File: src/rtl/prog_truth_table.sv
// rtl/prog_truth_table.sv - serially programmable N-input truth table with valid/ready evaluation
// The active table only changes by a whole-table commit of the shadow, so evaluation never sees a partial load.
module prog_truth_table #(
  parameter int N_IN = 3,
  parameter int TT_W = 2**N_IN
) (
  input  logic            clk,
  input  logic            rst,
  input  logic            cfg_start,
  input  logic            cfg_valid,
  input  logic            cfg_bit,
  output logic            cfg_ready,
  output logic            cfg_done,
  input  logic            in_valid,
  input  logic [N_IN-1:0] in_bits,
  output logic            in_ready,
  output logic            out_valid,
  output logic            out_bit,
  input  logic            out_ready,
  output logic [TT_W-1:0] table_out
);
  localparam int CNT_W = $clog2(TT_W) + 1;
  localparam logic [CNT_W-1:0] LAST_ROW = CNT_W'(TT_W - 1);

  typedef enum logic {S_RUN = 1'b0, S_LOAD = 1'b1} state_t;

  state_t           r_state;
  state_t           w_next_state;
  logic [CNT_W-1:0] r_cnt;
  logic [CNT_W-1:0] w_next_cnt;
  logic [TT_W-1:0]  r_shadow;
  logic [TT_W-1:0]  w_next_shadow;
  logic [TT_W-1:0]  r_table;
  logic             r_cfg_done;
  logic             r_out_valid;
  logic             r_out_bit;
  logic             w_cfg_acc;
  logic             w_commit;
  logic             w_in_ready;
  logic             w_in_acc;

  always_ff @(posedge clk) begin
    if (rst) begin
      r_state <= S_RUN;
      r_cnt   <= '0;
    end else begin
      r_state <= w_next_state;
      r_cnt   <= w_next_cnt;
    end
  end

  // cfg_start always wins in LOAD, even over the final bit, so a restart never commits.
  always_comb begin
    w_next_state  = r_state;
    w_next_cnt    = r_cnt;
    w_next_shadow = r_shadow;
    w_cfg_acc     = 1'b0;
    w_commit      = 1'b0;
    cfg_ready     = 1'b0;
    case (r_state)
      S_RUN: begin
        if (cfg_start) begin
          w_next_state = S_LOAD;
          w_next_cnt   = '0;
        end
      end
      S_LOAD: begin
        cfg_ready = 1'b1;
        w_cfg_acc = cfg_valid;
        if (cfg_start) begin
          w_next_cnt = '0;
        end else if (w_cfg_acc) begin
          w_next_shadow[r_cnt[CNT_W-2:0]] = cfg_bit;
          if (r_cnt == LAST_ROW) begin
            w_commit     = 1'b1;
            w_next_state = S_RUN;
            w_next_cnt   = '0;
          end else begin
            w_next_cnt = r_cnt + CNT_W'(1);
          end
        end
      end
      default: begin
        w_next_state = S_RUN;
        w_next_cnt   = '0;
      end
    endcase
  end

  assign w_in_ready = (r_state == S_RUN) && (!r_out_valid || out_ready);
  assign w_in_acc   = in_valid && w_in_ready;

  always_ff @(posedge clk) begin
    if (rst) begin
      r_shadow    <= '0;
      r_table     <= '0;
      r_cfg_done  <= 1'b0;
      r_out_valid <= 1'b0;
      r_out_bit   <= 1'b0;
    end else begin
      r_shadow   <= w_next_shadow;
      r_cfg_done <= w_commit;
      if (w_commit) begin
        r_table <= w_next_shadow;
      end
      if (w_in_acc) begin
        r_out_valid <= 1'b1;
        r_out_bit   <= r_table[in_bits];
      end else if (out_ready) begin
        r_out_valid <= 1'b0;
      end
    end
  end

  assign cfg_done  = r_cfg_done;
  assign in_ready  = w_in_ready;
  assign out_valid = r_out_valid;
  assign out_bit   = r_out_bit;
  assign table_out = r_table;

endmodule

File: config.mk
export PLATFORM = sky130hd
export DESIGN_NAME = prog_truth_table
export DESIGN_NICKNAME = d
export VERILOG_FILES = /design/src/rtl/prog_truth_table.sv
export SDC_FILE = /design/constraint.sdc
export NUM_CORES = 1
export LEC_CHECK = 0
export BUFFER_PORTS_ARGS = -buffer_cell sky130_fd_sc_hd__buf_2
export CORE_MARGIN = 2
export CORE_UTILIZATION = 43
export DETAILED_ROUTE_END_ITERATION = 10
export PLACE_DENSITY = 0.8
export RECOVER_POWER = 50
export REMOVE_ABC_BUFFERS = 1
export SYNTH_ARGS = -nofsm -noshare
export SYNTH_HDL_FRONTEND = slang
export SYNTH_SLANG_ARGS = --single-unit
export TNS_END_PERCENT = 20
File: constraint.sdc
create_clock -name clk -period 1.5 [get_ports clk]
set_clock_uncertainty 0.1 [all_clocks]
set_input_delay 0.3 -clock clk [delete_from_list [all_inputs] [get_ports clk]]
set_output_delay 0.3 -clock clk [all_outputs]
set_load 0.02 [all_outputs]
Word level (Yosys, flattened, before mapping). Cells that the tools add are included.

Output and inout bits: 13. Flip-flop bits (word level): 24. Bits of input ports: 10.

Equal/unequal tests: 3. Order comparisons: 3. Add/subtract/negate cells: 1. Mux-type cells: 25. Reduce and logical (&&, ||, !) cells: 7. Bitwise operators: 1.

Operator list (number): $mux 8 (3); $mux 4 (4); $mux 1 (13); $bwmux 8 (1); $lt 3x4->1 const B (2); $pmux 4 s2 (1); $add 4x1->4 const B (1); $eq 4x3->1 const B (1); $bmux 1 s3 (1); $demux 1 s3 (1); $ge 3x1->1 const B (1); $logic_and 1x1->1 (3); $ne 3x3->1 const B (1); $ne 2x2->1 const B (1); $pmux 1 s2 (1); $reduce_and 2->1 (1); $reduce_bool 2->1 (1); $logic_not 1->1 (1); $logic_or 1x1->1 (1); $not 1->1 (1).

Longest topological paths before layout.
Depth after elaboration: 8. Mapped depth: 5. Gate-level depth less buffers: 4.

Least setup slack after synthesis. OpenSTA, ideal clock, no wires.

Kind: register to register. From: reg r_cnt[0]. To: reg r_cnt[0]. Data required time: 1.314 ns. Stages on the path, launching flop included: 6. Buffers on the path: 1. Slack: -0.102 ns. Arrival time: 1.417 ns. Clock period less this slack: 1.602 ns. Cell sequence: dfxtp_1 > ha_1 > and3b_1 > clkbuf_1 > or3_1 > a211oi_1.

Word-level cells in the longest chain between the ends: 5. Elaborated cells between the ends (all ways): 6. Classes of those cells: add/sub (1); eq/ne (1); mux (4).

Ends and longest elaborated chain: start: declaration (RTL line 29) `logic [CNT_W-1:0] r_cnt;`; start signal: assignment (RTL line 48) `r_cnt <= w_next_cnt;`; $add 4x1->4 / $eq 4x3->1 (equally long branches) (RTL line 79, 74); $mux 4 (*) (RTL line 74) `if (r_cnt == LAST_ROW) begin`; $mux 4 (*) (RTL line 72) `end else if (w_cfg_acc) begin`; $mux 4 (*) (RTL line 70) `if (cfg_start) begin`; $pmux 4 s2 (*) (RTL line 60) `case (r_state)`.

Mark *: on every way between the ends. The rest lies on a longest branch, timed or not. The select of a mux whose other input is x is not followed. A chain may end at the register's enable or synchronous reset.

Final worst setup path.
From: reg r_cnt[0]. To: reg r_shadow[3].

Word-level cells in the longest chain between the ends: 8. Elaborated cells between the ends (all ways): 9. Classes of those cells: order compare (2); mux (6); reduce/logical (1).

Ends and longest elaborated chain: $lt 3x4->1 (not written as such) / $ge 3x1->1 (equally long branches) (RTL line 73) `w_next_shadow[r_cnt[CNT_W-2:0]] = cfg_bit;`; $logic_and 1x1->1 (not written as such) (RTL line 73); $mux 1 (not written as such) (RTL line 73); $demux 1 s3 (*) (RTL line 73); $bwmux 8 (*) (RTL line 73); $mux 8 (*) (RTL line 72); $mux 8 (*) (RTL line 70); $mux 8 (*) (RTL line 60); end signal: assignment (RTL line 101) `r_shadow <= w_next_shadow;`; end: declaration (RTL line 31) `logic [TT_W-1:0] r_shadow;`.

Mark *: on every way between the ends. The rest lies on a longest branch, timed or not.

==> reports/metrics.yaml <==
multi_input_area_um2: 602
tritoncts: "built"
synthesis.instances: 119
track_usage_pct: 19.1
path_delay_family: "simple AND/OR/NAND/NOR gates"
crit_required_ps: 1670
ys_seq_area_share_pct: 44.4
max_cap_viol_count: 0
n_fill_cell: 207
die_area_um2: 2930
drt-total-wl_um: 2720
finalCritPeriodShare_pct: 102
fin_cells: 183
yosys.area.top_type: "dfxtp_1"
synth_edf_count: 0
violations: "setup timing"
synth_cell_types: 31
yosysMostFrequentCell: "dfxtp_1"
first_pass_iters: 4
dp_hpwl_um: 1910
clkSlewWorstSetupHoldPaths_ps: 140
async_flop_share_pct: 0
grt_max_degree: 25
coreArea_um2: 2430
avgSynthCellArea_um2: 9.08
worstPathCellList: "buf_6 -> nand4b_1 -> buf_4 -> or3_4 -> a21oi_2"
postRouteAntennaNets: 0
drive_gt1_share_pct: 36.6
drt_iter0_markers: 32
worstMarginPinSlew_ps: 487
netlist_area_um2: 1080
status: "finished with violations"
hold_path_class: "input pin to register"
start_util_pct: 44.4
place_congestion: 0.719
maxSlewHeadroom_pct: 67.5
clock_sinks: 24
yosys_warnings: 0
slowest_delay_ps: 370
die-width_um: 54.1
die_y_um: 54.1
crit_type: "register to register"
clk_latency_ps: 320
synth_area_leaders: "dfxtp_1, a21oi_1, o21ai_0"
maxSlewViolCount: 0
arrival_ps: 1700
ys_seq_elements: 24
fin_crit_ps: 1540
clockRootBuffer: "clkbuf_4"
syn2layout_area_growth_pct: 32.3
crit_fanout: 6
place_ws_ps: -74.2
grt_first_pass_wirelength_um: 4120
startpoint_type: "register"
first_global_vias: 972
rsz0062_at_grt: "yes"
setup_violations: 4
htree_levels: 1
drt-vias-per-instance: 5.77
place_inst: 175
tns_ps: -97.3
wl_per_cell_um: 14.9
finalHoldViolations: 0
synth_ff_type: "dfxtp_1"
netlist.area_leader.share_pct: 44.4
crit_buf_inv: 2
ctsHoldBuffers: 0
overflow: 0
finalPower_mw: 1.25
diodes: 0
powerDensity_nw_per_um2: 873
end_kind: "register"
p_leak_nw: 0.558
finalNetCount: 165
row_count: 18
antenna_found_initial: 0
drc: 0
portBuffers: 22
cpMaxStageDelayCell: "dfxtp_2"
setup_ws_ps: -36.8
netlist_top_cells_count: "dfxtp_1, a21oi_1, o21ai_0"
cts_made_buffers: 3
io_pins: 23
fmax_mhz: 651
seq_area_um2: 487
cts_max_path_buffers: 2
vdd_drop_max_v: 0.000687
dr_total_vias: 1055
-- state kept, by name, indices dropped and copies added, names as in the netlist --
signal     flops
r_shadow       8
table_out      8
r_cnt          4
cfg_done       1
out_bit        1
out_valid      1
r_state        1
-- what timing repair did --
item / in CTS / in global routing
endpoints found under the hold margin: 0 / 0
buffers inserted: 1 / 3
cloned: 0 / 0
setup endpoints to repair: 6 / 11
gates resized for setup: 9 / 9
pin swaps: 2 / 3
-- worst register-to-register path: cells and delay by family, from the launching register on --
family	cells	cell delay, ps
buf+inv	2	340
flops	1	370
simple gates	2	560
compound gates	1	130
-- routing by layer --
metal / up-vias / share of wire [%] / global-route usage, %
met3: 4 / 3.6 / 1.67
met2: 31 / 52 / 38.0
met1: 509 / 43 / 20.2
met4: 0 / 1.3 / 7.50
li1: 511 / - / -
met5: - / 0 / 0
-- report_power, final --
group	internal (mW)	switching, mW	total [mW]
Combinational	0.0546	0.0671	0.122
Sequential	0.645	0.00689	0.652
Clock	0.270	0.204	0.475
Total	0.970	0.278	1.25
-- kinds of logic (layout without fill, tap and decap cells) --
| logic type | count (synthesis) | in the layout | share of synthesized area [%] |
|---|---|---|---|
| compound gates | 40 | 40 | 21.5 |
| simple gates | 38 | 38 | 21.2 |
| flops | 24 | 24 | 44.4 |
| buf+inv | 11 | 45 | 4.86 |
| mux | 4 | 4 | 6.02 |
| fa+ha+maj | 1 | 1 | 1.16 |
| xor+xnor | 1 | 1 | 0.810 |
-- path summary, 6_finish.rpt --
path / slack, ps / to / start / cells after the start
setup reg to reg: -40 / r_shadow[3]$_SDFF_PP0_ / r_cnt[0]$_SDFFE_PP0P_ / 5
setup / recovery: -40 / r_shadow[3]$_SDFF_PP0_ / r_cnt[0]$_SDFFE_PP0P_ / 5
hold reg to reg: 410 / r_shadow[0]$_SDFF_PP0_ / r_shadow[0]$_SDFF_PP0_ / 2
hold / removal: 100 / out_bit$_SDFFE_PP0P_ / in_valid / 2
-- cell usage in the layout (no fill, tap or decap), types with 3 or more instances in the layout --
cell | netlist | routed
a21oi_1 | 18 | 17
dfxtp_1 | 24 | 21
o21ai_0 | 11 | 10
nand2b_1 | 3 | 3
buf_2 | 3 | 21
nor3_1 | 3 | 3
a311oi_1 | 5 | 4
nand2_1 | 3 | 3
or3_1 | 5 | 4
and3b_1 | 3 | 3
buf_4 | 0 | 15
nand3_1 | 8 | 8
clkbuf_4 | 0 | 3
inv_1 | 3 | 3
-- layout make-up --
| type | count | area share [%] |
|---|---|---|
| inverters | 3 | 0.787 |
| clock buffers | 3 | 1.57 |
| repair buffers | 38 | 16.8 |
| well taps | 30 | 2.62 |
| multi-input cells | 84 | 42.1 |
| clock inverters | 1 | 2.10 |
| flip-flops and latches | 24 | 34.0 |
-- metrics by stage --
step / hold slack, ps / utilization, % / instance area [um2]
after CTS: 103 / 56.5 / 1380
final: 96.0 / 58.8 / 1430
after floorplan: 269 / - / 1040
after global placement: 367 / 52.5 / 1280
after global routing: 93.2 / 58.8 / 1430
after detailed placement: 372 / 52.5 / 1280
Power figures use the tool's default switching activity.
